--- src/rtl/inst_queue_pkg.sv ---
// Shared types and default sizing for the fetch-to-decode instruction queue.
package inst_queue_pkg;

  localparam int INST_Q_DEPTH      = 8;
  localparam int INST_Q_ADDR_WIDTH = 32;
  localparam int INST_Q_DATA_WIDTH = 32;

  typedef struct packed {
    logic [INST_Q_ADDR_WIDTH-1:0] pc;
    logic [INST_Q_DATA_WIDTH-1:0] instr;
  } inst_q_entry_t;

  // Occupancy needs one bit more than a pointer so that DEPTH itself fits.
  function automatic int cnt_width(input int depth);
    return $clog2(depth) + 1;
  endfunction

endpackage

--- src/rtl/inst_queue_if.sv ---
// Fetch/decoder-facing signals of the instruction queue; slave is the queue side.
interface inst_queue_if
  import inst_queue_pkg::*;
#(
  parameter int DEPTH      = INST_Q_DEPTH,
  parameter int ADDR_WIDTH = INST_Q_ADDR_WIDTH,
  parameter int DATA_WIDTH = INST_Q_DATA_WIDTH
);
  localparam int CNT_W = cnt_width(DEPTH);

  logic                  in_valid;
  logic [ADDR_WIDTH-1:0] in_pc;
  logic [DATA_WIDTH-1:0] in_data;
  logic                  flush;
  logic                  out_ready;
  logic                  out_valid;
  logic [ADDR_WIDTH-1:0] out_pc;
  logic [DATA_WIDTH-1:0] out_data;
  logic                  full;
  logic                  empty;
  logic [CNT_W-1:0]      count;

  modport slave (
    input  in_valid, in_pc, in_data, flush, out_ready,
    output out_valid, out_pc, out_data, full, empty, count
  );

  modport master (
    output in_valid, in_pc, in_data, flush, out_ready,
    input  out_valid, out_pc, out_data, full, empty, count
  );

endinterface

--- src/rtl/inst_queue_mem.sv ---
// DEPTH-entry register array: one synchronous write port, one combinational read port.
module inst_queue_mem #(
  parameter int  DEPTH   = inst_queue_pkg::INST_Q_DEPTH,
  parameter type entry_t = inst_queue_pkg::inst_q_entry_t,
  localparam int PW      = $clog2(DEPTH)
) (
  input  logic          clk,
  input  logic          we_i,
  input  logic [PW-1:0] waddr_i,
  input  entry_t        wdata_i,
  input  logic [PW-1:0] raddr_i,
  output entry_t        rdata_o
);

  entry_t mem_q [DEPTH];

  // NOTE: storage has no reset; validity is tracked by count, so stale words are never observed.
  always_ff @(posedge clk) begin
    if (we_i) mem_q[waddr_i] <= wdata_i;
  end

  assign rdata_o = mem_q[raddr_i];

endmodule

--- src/rtl/inst_queue.sv ---
// First-word-fall-through instruction queue between fetch and decode, with flush.
module inst_queue
  import inst_queue_pkg::*;
#(
  parameter int DEPTH      = INST_Q_DEPTH,
  parameter int ADDR_WIDTH = INST_Q_ADDR_WIDTH,
  parameter int DATA_WIDTH = INST_Q_DATA_WIDTH
) (
  input logic        clk,
  input logic        rst_n,
  inst_queue_if.slave q
);

  localparam int             PW       = $clog2(DEPTH);
  localparam int             CW       = PW + 1;
  localparam logic [CW-1:0]  FULL_CNT = CW'(DEPTH);

  typedef struct packed {
    logic [ADDR_WIDTH-1:0] pc;
    logic [DATA_WIDTH-1:0] instr;
  } entry_t;

  logic [PW-1:0] wr_ptr_q, wr_ptr_d;
  logic [PW-1:0] rd_ptr_q, rd_ptr_d;
  logic [CW-1:0] count_q,  count_d;
  logic          full_w, empty_w, enq, deq;
  entry_t        wr_entry, rd_entry;

  // Status depends on count alone, so full never sees out_ready or in_*.
  assign full_w  = (count_q == FULL_CNT);
  assign empty_w = (count_q == '0);
  assign enq     = q.in_valid & ~full_w & ~q.flush;
  assign deq     = ~empty_w & q.out_ready & ~q.flush;

  // NOTE: every next-state signal gets its hold value first, so no path leaves it unassigned (no latch).
  always_comb begin
    wr_ptr_d = wr_ptr_q;
    rd_ptr_d = rd_ptr_q;
    count_d  = count_q;
    if (q.flush) begin
      wr_ptr_d = '0;
      rd_ptr_d = '0;
      count_d  = '0;
    end else begin
      if (enq) wr_ptr_d = wr_ptr_q + PW'(1);
      if (deq) rd_ptr_d = rd_ptr_q + PW'(1);
      case ({enq, deq})
        2'b10:   count_d = count_q + CW'(1);
        2'b01:   count_d = count_q - CW'(1);
        default: count_d = count_q;
      endcase
    end
  end

  // NOTE: sequential state uses non-blocking assignment so all registers update from pre-edge values.
  always_ff @(posedge clk or negedge rst_n) begin
    if (!rst_n) begin
      wr_ptr_q <= '0;
      rd_ptr_q <= '0;
      count_q  <= '0;
    end else begin
      wr_ptr_q <= wr_ptr_d;
      rd_ptr_q <= rd_ptr_d;
      count_q  <= count_d;
    end
  end

  assign wr_entry = '{pc: q.in_pc, instr: q.in_data};

  inst_queue_mem #(
    .DEPTH   (DEPTH),
    .entry_t (entry_t)
  ) u_mem (
    .clk     (clk),
    .we_i    (enq),
    .waddr_i (wr_ptr_q),
    .wdata_i (wr_entry),
    .raddr_i (rd_ptr_q),
    .rdata_o (rd_entry)
  );

  assign q.out_valid = ~empty_w;
  assign q.out_pc    = empty_w ? '0 : rd_entry.pc;
  assign q.out_data  = empty_w ? '0 : rd_entry.instr;
  assign q.full      = full_w;
  assign q.empty     = empty_w;
  assign q.count     = count_q;

endmodule

--- src/flat_wrapper.sv ---
// flat-port wrapper written by rule: the top's interface ports become plain ports
module inst_queue_flat import inst_queue_pkg::*;
#(
  parameter int DEPTH      = INST_Q_DEPTH,
  parameter int ADDR_WIDTH = INST_Q_ADDR_WIDTH,
  parameter int DATA_WIDTH = INST_Q_DATA_WIDTH
)
  (clk, rst_n, q_in_valid, q_in_pc, q_in_data, q_flush, q_out_ready, q_out_valid, q_out_pc, q_out_data, q_full, q_empty, q_count);
  inst_queue_if #(.DEPTH(DEPTH), .ADDR_WIDTH(ADDR_WIDTH), .DATA_WIDTH(DATA_WIDTH)) q_i ();
  input logic clk;
  input logic rst_n;
  input wire logic [$bits(q_i.in_valid)-1:0] q_in_valid;
  input wire logic [$bits(q_i.in_pc)-1:0] q_in_pc;
  input wire logic [$bits(q_i.in_data)-1:0] q_in_data;
  input wire logic [$bits(q_i.flush)-1:0] q_flush;
  input wire logic [$bits(q_i.out_ready)-1:0] q_out_ready;
  output wire logic [$bits(q_i.out_valid)-1:0] q_out_valid;
  output wire logic [$bits(q_i.out_pc)-1:0] q_out_pc;
  output wire logic [$bits(q_i.out_data)-1:0] q_out_data;
  output wire logic [$bits(q_i.full)-1:0] q_full;
  output wire logic [$bits(q_i.empty)-1:0] q_empty;
  output wire logic [$bits(q_i.count)-1:0] q_count;
  assign q_i.in_valid = q_in_valid;
  assign q_i.in_pc = q_in_pc;
  assign q_i.in_data = q_in_data;
  assign q_i.flush = q_flush;
  assign q_i.out_ready = q_out_ready;
  assign q_out_valid = q_i.out_valid;
  assign q_out_pc = q_i.out_pc;
  assign q_out_data = q_i.out_data;
  assign q_full = q_i.full;
  assign q_empty = q_i.empty;
  assign q_count = q_i.count;
  inst_queue #(.DEPTH(DEPTH), .ADDR_WIDTH(ADDR_WIDTH), .DATA_WIDTH(DATA_WIDTH)) u_core (.clk(clk), .rst_n(rst_n), .q(q_i));
endmodule
--- config.mk ---
export PLATFORM = sky130hd
export DESIGN_NAME = inst_queue_flat
export DESIGN_NICKNAME = d
export VERILOG_FILES = /design/src/rtl/inst_queue_pkg.sv /design/src/rtl/inst_queue_if.sv /design/src/rtl/inst_queue_mem.sv /design/src/rtl/inst_queue.sv /design/src/flat_wrapper.sv
export SDC_FILE = /design/constraint.sdc
export NUM_CORES = 1
export LEC_CHECK = 0
export CORE_MARGIN = 5
export CORE_UTILIZATION = 50
export CTS_CLUSTER_DIAMETER = 60
export DETAILED_ROUTE_END_ITERATION = 12
export HOLD_SLACK_MARGIN = 0.02
export PLACE_DENSITY = 0.79
export SLEW_MARGIN = 20
export SYNTH_ARGS = -nofsm -noshare
export SYNTH_HDL_FRONTEND = slang
export SYNTH_SLANG_ARGS = --single-unit
--- constraint.sdc ---
create_clock -name clk -period 11.4 [get_ports clk]
set_clock_uncertainty 0.2 [all_clocks]
set_input_delay 2.28 -clock clk [delete_from_list [all_inputs] [get_ports clk]]
set_output_delay 2.28 -clock clk [all_outputs]
set_load 0.01 [all_outputs]
# After elaboration in Yosys (flattened, before gate mapping)
# Memories as Yosys holds them, arrays and structs flattened.
# Index checks and enable logic that the tools add are counted.
[totals]
ff_bits = 10
mem_bits_rw = 512
in_bits = 69
elab_cells = 32
memories = 1
[op_classes]
n_addsub = 4
eq_ne = 3
mux = 10
bitwise_logic = 7
reduce_logical = 4
[memory_table]
columns = ["name", "depth", "width", "read_ports", "rd_clocked_by_memory_dff", "write_ports", "line", "text"]
rows = [
  ["u_core.u_mem.mem_q", 8, 64, 1, 0, 1, "inst_queue_mem.sv:15", "entry_t mem_q [DEPTH];"],
]
[op_table]
columns = ["op", "n"]
rows = [
  ["$mux W32", 2],
  ["$mux W3", 4],
  ["$pmux W4 S2", 1],
  ["$add A3 B1 Y3 const B", 2],
  ["$add A4 B1 Y4 const B", 1],
  ["$and A1 B1 Y1", 4],
  ["$eq A4 B4 Y1 const B", 1],
  ["$logic_not A4 Y1", 1],
  ["$mux W4", 1],
  ["$reduce_bool A2 Y1", 2],
  ["$sub A4 B1 Y4 const B", 1],
  ["$not A1 Y1", 3],
  ["$reduce_bool A3 Y1", 1],
  ["$eq A2 B1 Y1 const B", 1],
  ["$eq A2 B2 Y1 const B", 1],
  ["$mux W1", 2],
]

# Longest topological paths before layout
# Gate-level depths: netlist of run 1.
[logic_depth]
ltp_word = 7
depth_mapped = 11
ltp_nobuf = 9

# By module
# From an unflattened synthesis of run 1, not the netlist that was laid out.
[hier_totals]
cells_unflattened = 893
hier_area_um2 = 20338.3
[modules_own_cells]
columns = ["module", "instances", "cells_each", "area_per_inst_um2", "seq_area_each_um2"]
rows = [
  ["inst_queue_mem", 1, 752, 19266.0, 15374.7],
  ["inst_queue", 1, 141, 1072.3, 250.2],
]

# Worst setup path before layout of run 1
# OpenSTA, ideal clock, no wires.
[synth_timing]
kind = "input port to flip-flop"
startpoint = "input q_in_valid"
endpoint = "memory u_core.u_mem.mem_q[0][0] in the netlist's numbering, enable pin"
setup_time_ps = 565
arrival_time_ps = 7072
t_required_ps = 10635
setup_slack_ps = 3564
path_stages = 3
path_buffers = 0
cell_sequence = "nand2_1 or3_1 nor3_1"
[synth_via]
elab_chain_len = 4
[synth_rtl]
columns = ["item", "line", "text"]
rows = [
  ["start, declared", "flat_wrapper.sv:12", "input wire logic [$bits(q_i.in_valid)-1:0] q_in_valid;"],
  ["$and A1 B1 Y1 (2 in series)", "inst_queue.sv:32", "assign enq = q.in_valid & ~full_w & ~q.flush;"],
  ["$mux W1", "inst_queue_mem.sv:19", "if (we_i) mem_q[waddr_i] <= wdata_i;"],
  ["$mux W1 (implied by the code)", "inst_queue_mem.sv:19", ""],
  ["end, declared", "inst_queue_mem.sv:15", ""],
]
# No other way between the ends.

# Worst setup path after layout of run 1
[layout_timing]
startpoint = "register u_core.rd_ptr_q[0]"
endpoint = "output q_out_pc[9]"
[layout_via]
elab_chain_len = 2
[layout_rtl]
columns = ["item", "line", "text"]
rows = [
  ["start, declared", "inst_queue.sv:24", "logic [PW-1:0] rd_ptr_q, rd_ptr_d;"],
  ["start signal, assigned", "inst_queue.sv:63", "rd_ptr_q <= rd_ptr_d;"],
  ["$mem_v2 Z8 W64", "--", ""],
  ["$mux W32", "inst_queue.sv:83", "assign q.out_pc = empty_w ? '0 : rd_entry.pc;"],
  ["end, declared", "flat_wrapper.sv:18", "output wire logic [$bits(q_i.out_pc)-1:0] q_out_pc;"],
]
# No other way between the ends.

==> flow_summary.json, run 1 <==
{
  "outcome": "completed",
  "synth-seq-area-share_pct": 77.90,
  "final_layout_size_suffix_gt1_share_pct": 20.87,
  "floorplan.die_area_mm2": 0.04422,
  "total_leakage_power_uw": 0.007247,
  "ctsHtreeMaxLevel": 2,
  "grt_pass1_vias": 9944,
  "gr-total-overflow": 0,
  "grt_pass1_wl_um": 60610,
  "reg2reg_depth": 5,
  "post-cts-setup-buffers": 0,
  "grt_antenna_before_repair": 4,
  "setup.reg_to_reg.worst_slack_ns": 8.03,
  "peakVddDrop_mv": 0.2046,
  "holdBufCountCts": 0,
  "yosys_register_bits": 522,
  "post_cts.resized_instances": 0,
  "crit_fanout": 48,
  "hold_violations": 0,
  "synth.mux.area_fraction_pct": 17.62,
  "synth_edf_count": 512,
  "pin_count": 140,
  "synth_net_count": 968,
  "timing.critical_path.from_type": "flop",
  "post-route-cell-area_mm2": 0.02372,
  "synth_top_family_by_area": "multiplexers",
  "drt_pass1_iterations": 4,
  "dp_worst_setup_slack_ns": 5.279,
  "hold-path-cell-count": 2,
  "cellPowerDensity_mw_per_mm2": 209.2,
  "critPathKind": "flop to output port",
  "place.detailed.instances": 1533,
  "yosys.area_share.xor_xnor_pct": 0.2183,
  "max_freq_mhz": 156.4,
  "grt_setup_unrepaired": "false",
  "number_of_nets_in_the_layout": 1137,
  "post_synth_and_or_nand_nor_area_fraction_pct": 2.308,
  "die_w_um": 210.3,
  "timing.rr.start": "u_core.q.count[1]",
  "synth_area_leaders": "edfxtp_1, mux4_2, mux2i_1, nor2_1, dfrtp_1",
  "syn-instance-count": 895,
  "tritoncts_num_sinks": 522,
  "master_of_the_slowest_instance_on_the_critical_path": "buf_4",
  "worst_hold_path_type": "flop to flop",
  "timing_max_transition_violations_final": 0,
  "synthesis.area_per_instance_um2": 22.41,
  "setup-violations-final": 0,
  "worst-endpoint-required_ns": 8.92,
  "clockBufferDepth": 3,
  "routed_wirelength_um": 39380,
  "placement_rows": 73,
  "timing.critical_path.cells": "buf_16, buf_4, mux4_2, mux2i_1, nor2_1, clkdlybuf4s50_1",
  "clk-insertion-delay-late_ns": 0.58,
  "post-layout-total-power_uw": 4962,
  "grt_use_total_pct": 18.04,
  "clk_root_buffer_cell": "clkbuf_16",
  "fin_crit_sh_pct": 56.08,
  "cap_violations": 0,
  "detail-route-antenna-nets": 0,
  "synth_compound_area_share_pct": 0.5303,
  "holdCritStartpoint": "u_core.wr_ptr_q[0]",
  "period_needed_ns": 6.393,
  "clkTransAtPathRegs_ns": 0.06,
  "ys_warn_count": 0,
  "tritoncts_clock_tree": "built",
  "ys_async_sr_fraction_pct": 1.916,
  "tightestPinTransition_ns": 1.090,
  "remaining_drc_errors": 0,
  "slew_headroom_pct": 27.31,
  "worstHoldEndpoint": "u_core.wr_ptr_q[0]",
  "grt_max_degree": 66,
  "fin_ws_ns": 5.007,
  "dpl.hpwl_um": 20880,
  "vias_per_cell": 5.633,
  "drt-wirelength-per-cell_um": 24.11,
  "place_congestion": 0.7169,
  "synth_top_area_share_pct": 76.66,
  "numCtsBuffers": 52,
  "core-area_mm2": 0.03973,
  "synth.most_common_cell": "edfxtp_1",
  "stdcell_count": 1633,
  "vias": 9198,
  "area_growth_syn_to_layout_pct": 18.28,
  "floorplan.initialDensity_pct": 50.48,
  "worstSetupEndpointType": "output port",
  "crit_path_max_incr_delay_ns": 0.77,
  "synthFlopType": "edfxtp_1",
  "fin_tns_setup_ns": 0,
  "ys_types": 34,
  "post_synth_instance_area_mm2": 0.02006,
  "worst_ep_arrival_time_ns": 3.91,
  "end_of_the_worst_register_to_register_path": "u_core.u_mem.mem_q[2][40]",
  "synth.largest_area_cell": "edfxtp_1",
  "placedInstanceArea_mm2": 0.02211,
  "die_height_um": 210.3,
  "most_numerous_cell_types_in_the_synthesized_netlist": "edfxtp_1, mux4_2, nor2_1",
  "detailedRoute.firstIterationViolations": 617,
  "buffer_ports.inserted": 139,
  "synth_adder_area_share_pct": 0.2495
}
## layer usage
metal  vias to the layer above  share of wire [%]  GRT usage, %
li1                       4074                  -             -
met1                      4827                 42         24.98
met2                       248                 51         30.29
met3                        45                5.7         3.334
met4                         4                1.5         4.523
met5                         -              0.069             0
## worst max-delay path: cells and delay by family (launching register included)
family	cells	cell delay [ns]
buf+inv	3	1.59
mux	2	0.85
flops	1	0.76
simple gates	1	0.07
## cell type report
class                   instances  area (µm²)
diodes                          1       2.502
clock buffers                  68        1383
clock inverters                29       177.7
fillers                      2830       16010
inverters                       6       27.53
multi-input cells             322        4252
flip-flops and latches        522       15640
well taps                     525       656.9
repair buffers                160        1589
## cell families (layout without fill, tap and decap cells)
group	after synthesis	count (layout)
compound gates	16	16
xor+xnor	5	5
fa+ha+maj	4	4
buf+inv	51	263
flops	522	522
mux	193	193
other cells	0	1
simple gates	104	104
## stage by stage
step / util (%) / hold slack (ns)
floorplan: - / 0.3466
global placement: 55.64 / 0.3752
detailed placement: 55.64 / 0.3887
CTS: 59.57 / 0.4025
global route: 59.71 / 0.4692
finish: 59.71 / 0.3967
## layout by cell type, fill, tap and decap left out, types with 4 or more instances in the layout
master and instances:
nor2_4 6, edfxtp_1 512, ha_1 4, inv_1 4, a21oi_1 5, clkbuf_16 53, clkinv_2 5, mux2i_1 65
buf_4 19, clkdlybuf4s50_1 139, dfrtp_1 7, mux4_2 128, clkbuf_1 15, clkinv_1 16, nor2_1 69, nand2_1 6
## state kept, by name, summed over array words and instances (netlist names)
name / flops
u_core.q.count: 4
u_core.rd_ptr_q: 3
u_core.u_mem.mem_q: 512
u_core.wr_ptr_q: 3
## worst max path at each step
stage / from / to / depth (start not counted)
final: u_core.rd_ptr_q[0] / q_out_pc[9] / 6
after global routing: u_core.rd_ptr_q[0] / q_out_pc[13] / 6
after CTS: u_core.rd_ptr_q[0] / q_out_pc[13] / 5
after detailed placement: u_core.rd_ptr_q[0] / q_out_pc[13] / 5
after global placement: u_core.rd_ptr_q[0] / q_out_pc[13] / 5
after floorplan: q_in_valid / u_core.u_mem.mem_q[0][0] / 3
## report_power, final
group	switching, µW	internal [µW]
Clock	680	879
Combinational	574	591
Sequential	52.7	2190
Power figures use the tool's default switching activity.
==> run 2: changes to the inputs <==
Clock period 11.4 ns to 6.1 ns, I/O delays scaled along.
==> flow_summary.json, run 2 (synthesis gave the netlist of run 1 again) <==
{
  "outcome": "completed",
  "hold-path-cell-count": 2,
  "tritoncts_clock_tree": "built",
  "detail_route.wirelength.met1_um": 16160,
  "cellPowerDensity_mw_per_mm2": 393.5,
  "power.clock.fraction_pct": 31.4,
  "holdBufCountCts": 0,
  "largest_reg_flops": 512,
  "timing.critical_path.cells": "buf_4, mux4_2, mux2i_1, nor2_1, clkdlybuf4s50_1",
  "switching_share_pct": 26.64,
  "worstSetupEndpointType": "output port",
  "buffer_ports.inserted": 139,
  "layout_common_cells": "edfxtp_1, clkdlybuf4s50_1, mux4_2",
  "post_cts.resized_instances": 0,
  "grt_use_total_pct": 18.26,
  "total_switching_power_uw": 2492,
  "core-area_mm2": 0.03973,
  "final_layout_size_suffix_gt1_share_pct": 21.48,
  "routed_wirelength_um": 40370,
  "placement_rows": 73,
  "buf_inv_stages_crit_path": 2,
  "crit_fanout": 52,
  "tightestPinTransition_ns": 1.120,
  "hold_violations": 0,
  "grt_antenna_before_repair": 4,
  "dr_top_layer": "met5",
  "placedInstanceArea_mm2": 0.02219,
  "gr-total-overflow": 0,
  "grt_max_degree": 65,
  "worst_hold_path_type": "flop to flop",
  "worst_path_dominant_cell_family": "buffers and inverters",
  "total_leakage_power_uw": 0.007252,
  "floorplan.die_area_mm2": 0.04422,
  "clkTransAtPathRegs_ns": 0.06,
  "critPathKind": "flop to output port",
  "die_w_um": 210.3,
  "slew_headroom_pct": 25.32,
  "worst-endpoint-required_ns": 4.68,
  "timing.critical_path.depth": 5,
  "crit_path_max_incr_delay_ns": 0.96,
  "drt_pass1_iterations": 5,
  "power_report.internal_total_uw": 6863,
  "post-layout-total-power_uw": 9356,
  "worst_ep_arrival_time_ns": 3.19,
  "grt_pass1_wl_um": 61790,
  "postLayoutCoreUtil_pct": 59.84,
  "ctsHtreeMaxLevel": 2,
  "numCtsBuffers": 52,
  "area_growth_syn_to_layout_pct": 18.54,
  "post-route-cell-area_mm2": 0.02378,
  "post-cts-setup-buffers": 0,
  "pwr-share-comb_pct": 23.9,
  "final_common_cell": "edfxtp_1",
  "drt-wirelength-per-cell_um": 24.69,
  "peakVddDrop_mv": 0.2349,
  "period_needed_ns": 4.609,
  "detail-route-antenna-nets": 0,
  "die_height_um": 210.3,
  "detail_route_met2_wl_um": 20770,
  "master_of_the_slowest_instance_on_the_critical_path": "dfrtp_4",
  "floorplan.initialDensity_pct": 50.48,
  "number_of_nets_in_the_layout": 1138,
  "place_congestion": 0.7432,
  "grt_pass1_vias": 10200,
  "clockBufferDepth": 3,
  "clk_root_buffer_cell": "clkbuf_16",
  "reg2reg_depth": 5,
  "detailedRoute.firstIterationViolations": 701,
  "remaining_drc_errors": 0,
  "fin_tns_setup_ns": 0,
  "timing.critical_path.from_type": "flop",
  "max_freq_mhz": 217.0,
  "pin_count": 140,
  "largest_reg_by_ff_count": "u_core.u_mem.mem_q",
  "vias_per_cell": 5.765,
  "vias": 9426,
  "met3WireLength_um": 2526,
  "timing_max_transition_violations_final": 0,
  "cap_violations": 0,
  "setup-violations-final": 0,
  "dpl.hpwl_um": 22390,
  "tritoncts_num_sinks": 522,
  "grt_setup_unrepaired": "false",
  "pwr-share-seq_pct": 44.8,
  "clk-insertion-delay-late_ns": 0.57,
  "fin_crit_sh_pct": 75.55
}
## run 2: tightest hold or removal path: stages (launching register included)
cell and delay (ns):
dfrtp_1 0.40, xor2_1 0.09, nor2_1 0.08
## run 2: power by group through the flow
stage | Clock (µW) | Sequential [µW] | Combinational (µW)
after detailed placement | 0 | 4260 | 2260
final | 2930 | 4190 | 2230
after global routing | 3150 | 4200 | 2400
after CTS | 2990 | 4190 | 2280
after floorplan | 0 | 4210 | 1230
after global placement | 0 | 4250 | 2240
## run 2: path summary, 6_finish.rpt
check | slack (ns) | to | start
min in group asynchronous | 0.77 | u_core.q.count[1] | rst_n
setup reg to reg | 2.94 | u_core.u_mem.mem_q[4][55] | u_core.q.count[1]
hold reg to reg | 0.41 | u_core.wr_ptr_q[0] | u_core.wr_ptr_q[0]
setup / recovery | 1.49 | q_out_data[13] | u_core.rd_ptr_q[1]
hold / removal | 0.41 | u_core.wr_ptr_q[0] | u_core.wr_ptr_q[0]
max in group asynchronous | 4.57 | u_core.rd_ptr_q[0] | rst_n
## run 2: area by class of cell
cell class | instances | area [µm²]
clock inverter | 28 | 182.7
clock buffer | 69 | 1396
multi-input combinational | 322 | 4264
antenna | 2 | 5.005
tap | 525 | 656.9
timing repair buffer | 161 | 1607
inverter | 6 | 27.53
fill | 2767 | 15960
sequential | 522 | 15640
## run 2: through the flow
stage | hold WS (ns) | setup slack (ns) | cells
floorplan | 0.3466 | 1.057 | 895
global placement | 0.3804 | 1.905 | 1536
detailed placement | 0.3826 | 1.785 | 1536
CTS | 0.4001 | 1.429 | 1633
global route | 0.4574 | 1.327 | 1635
finish | 0.4051 | 1.491 | 1635
## run 2: per-layer routing
metal	vias to the layer above	global-route usage [%]
met3	64	3.274
li1	4069	-
met4	4	5.108
met2	320	30.84
met5	-	0
met1	4969	24.91
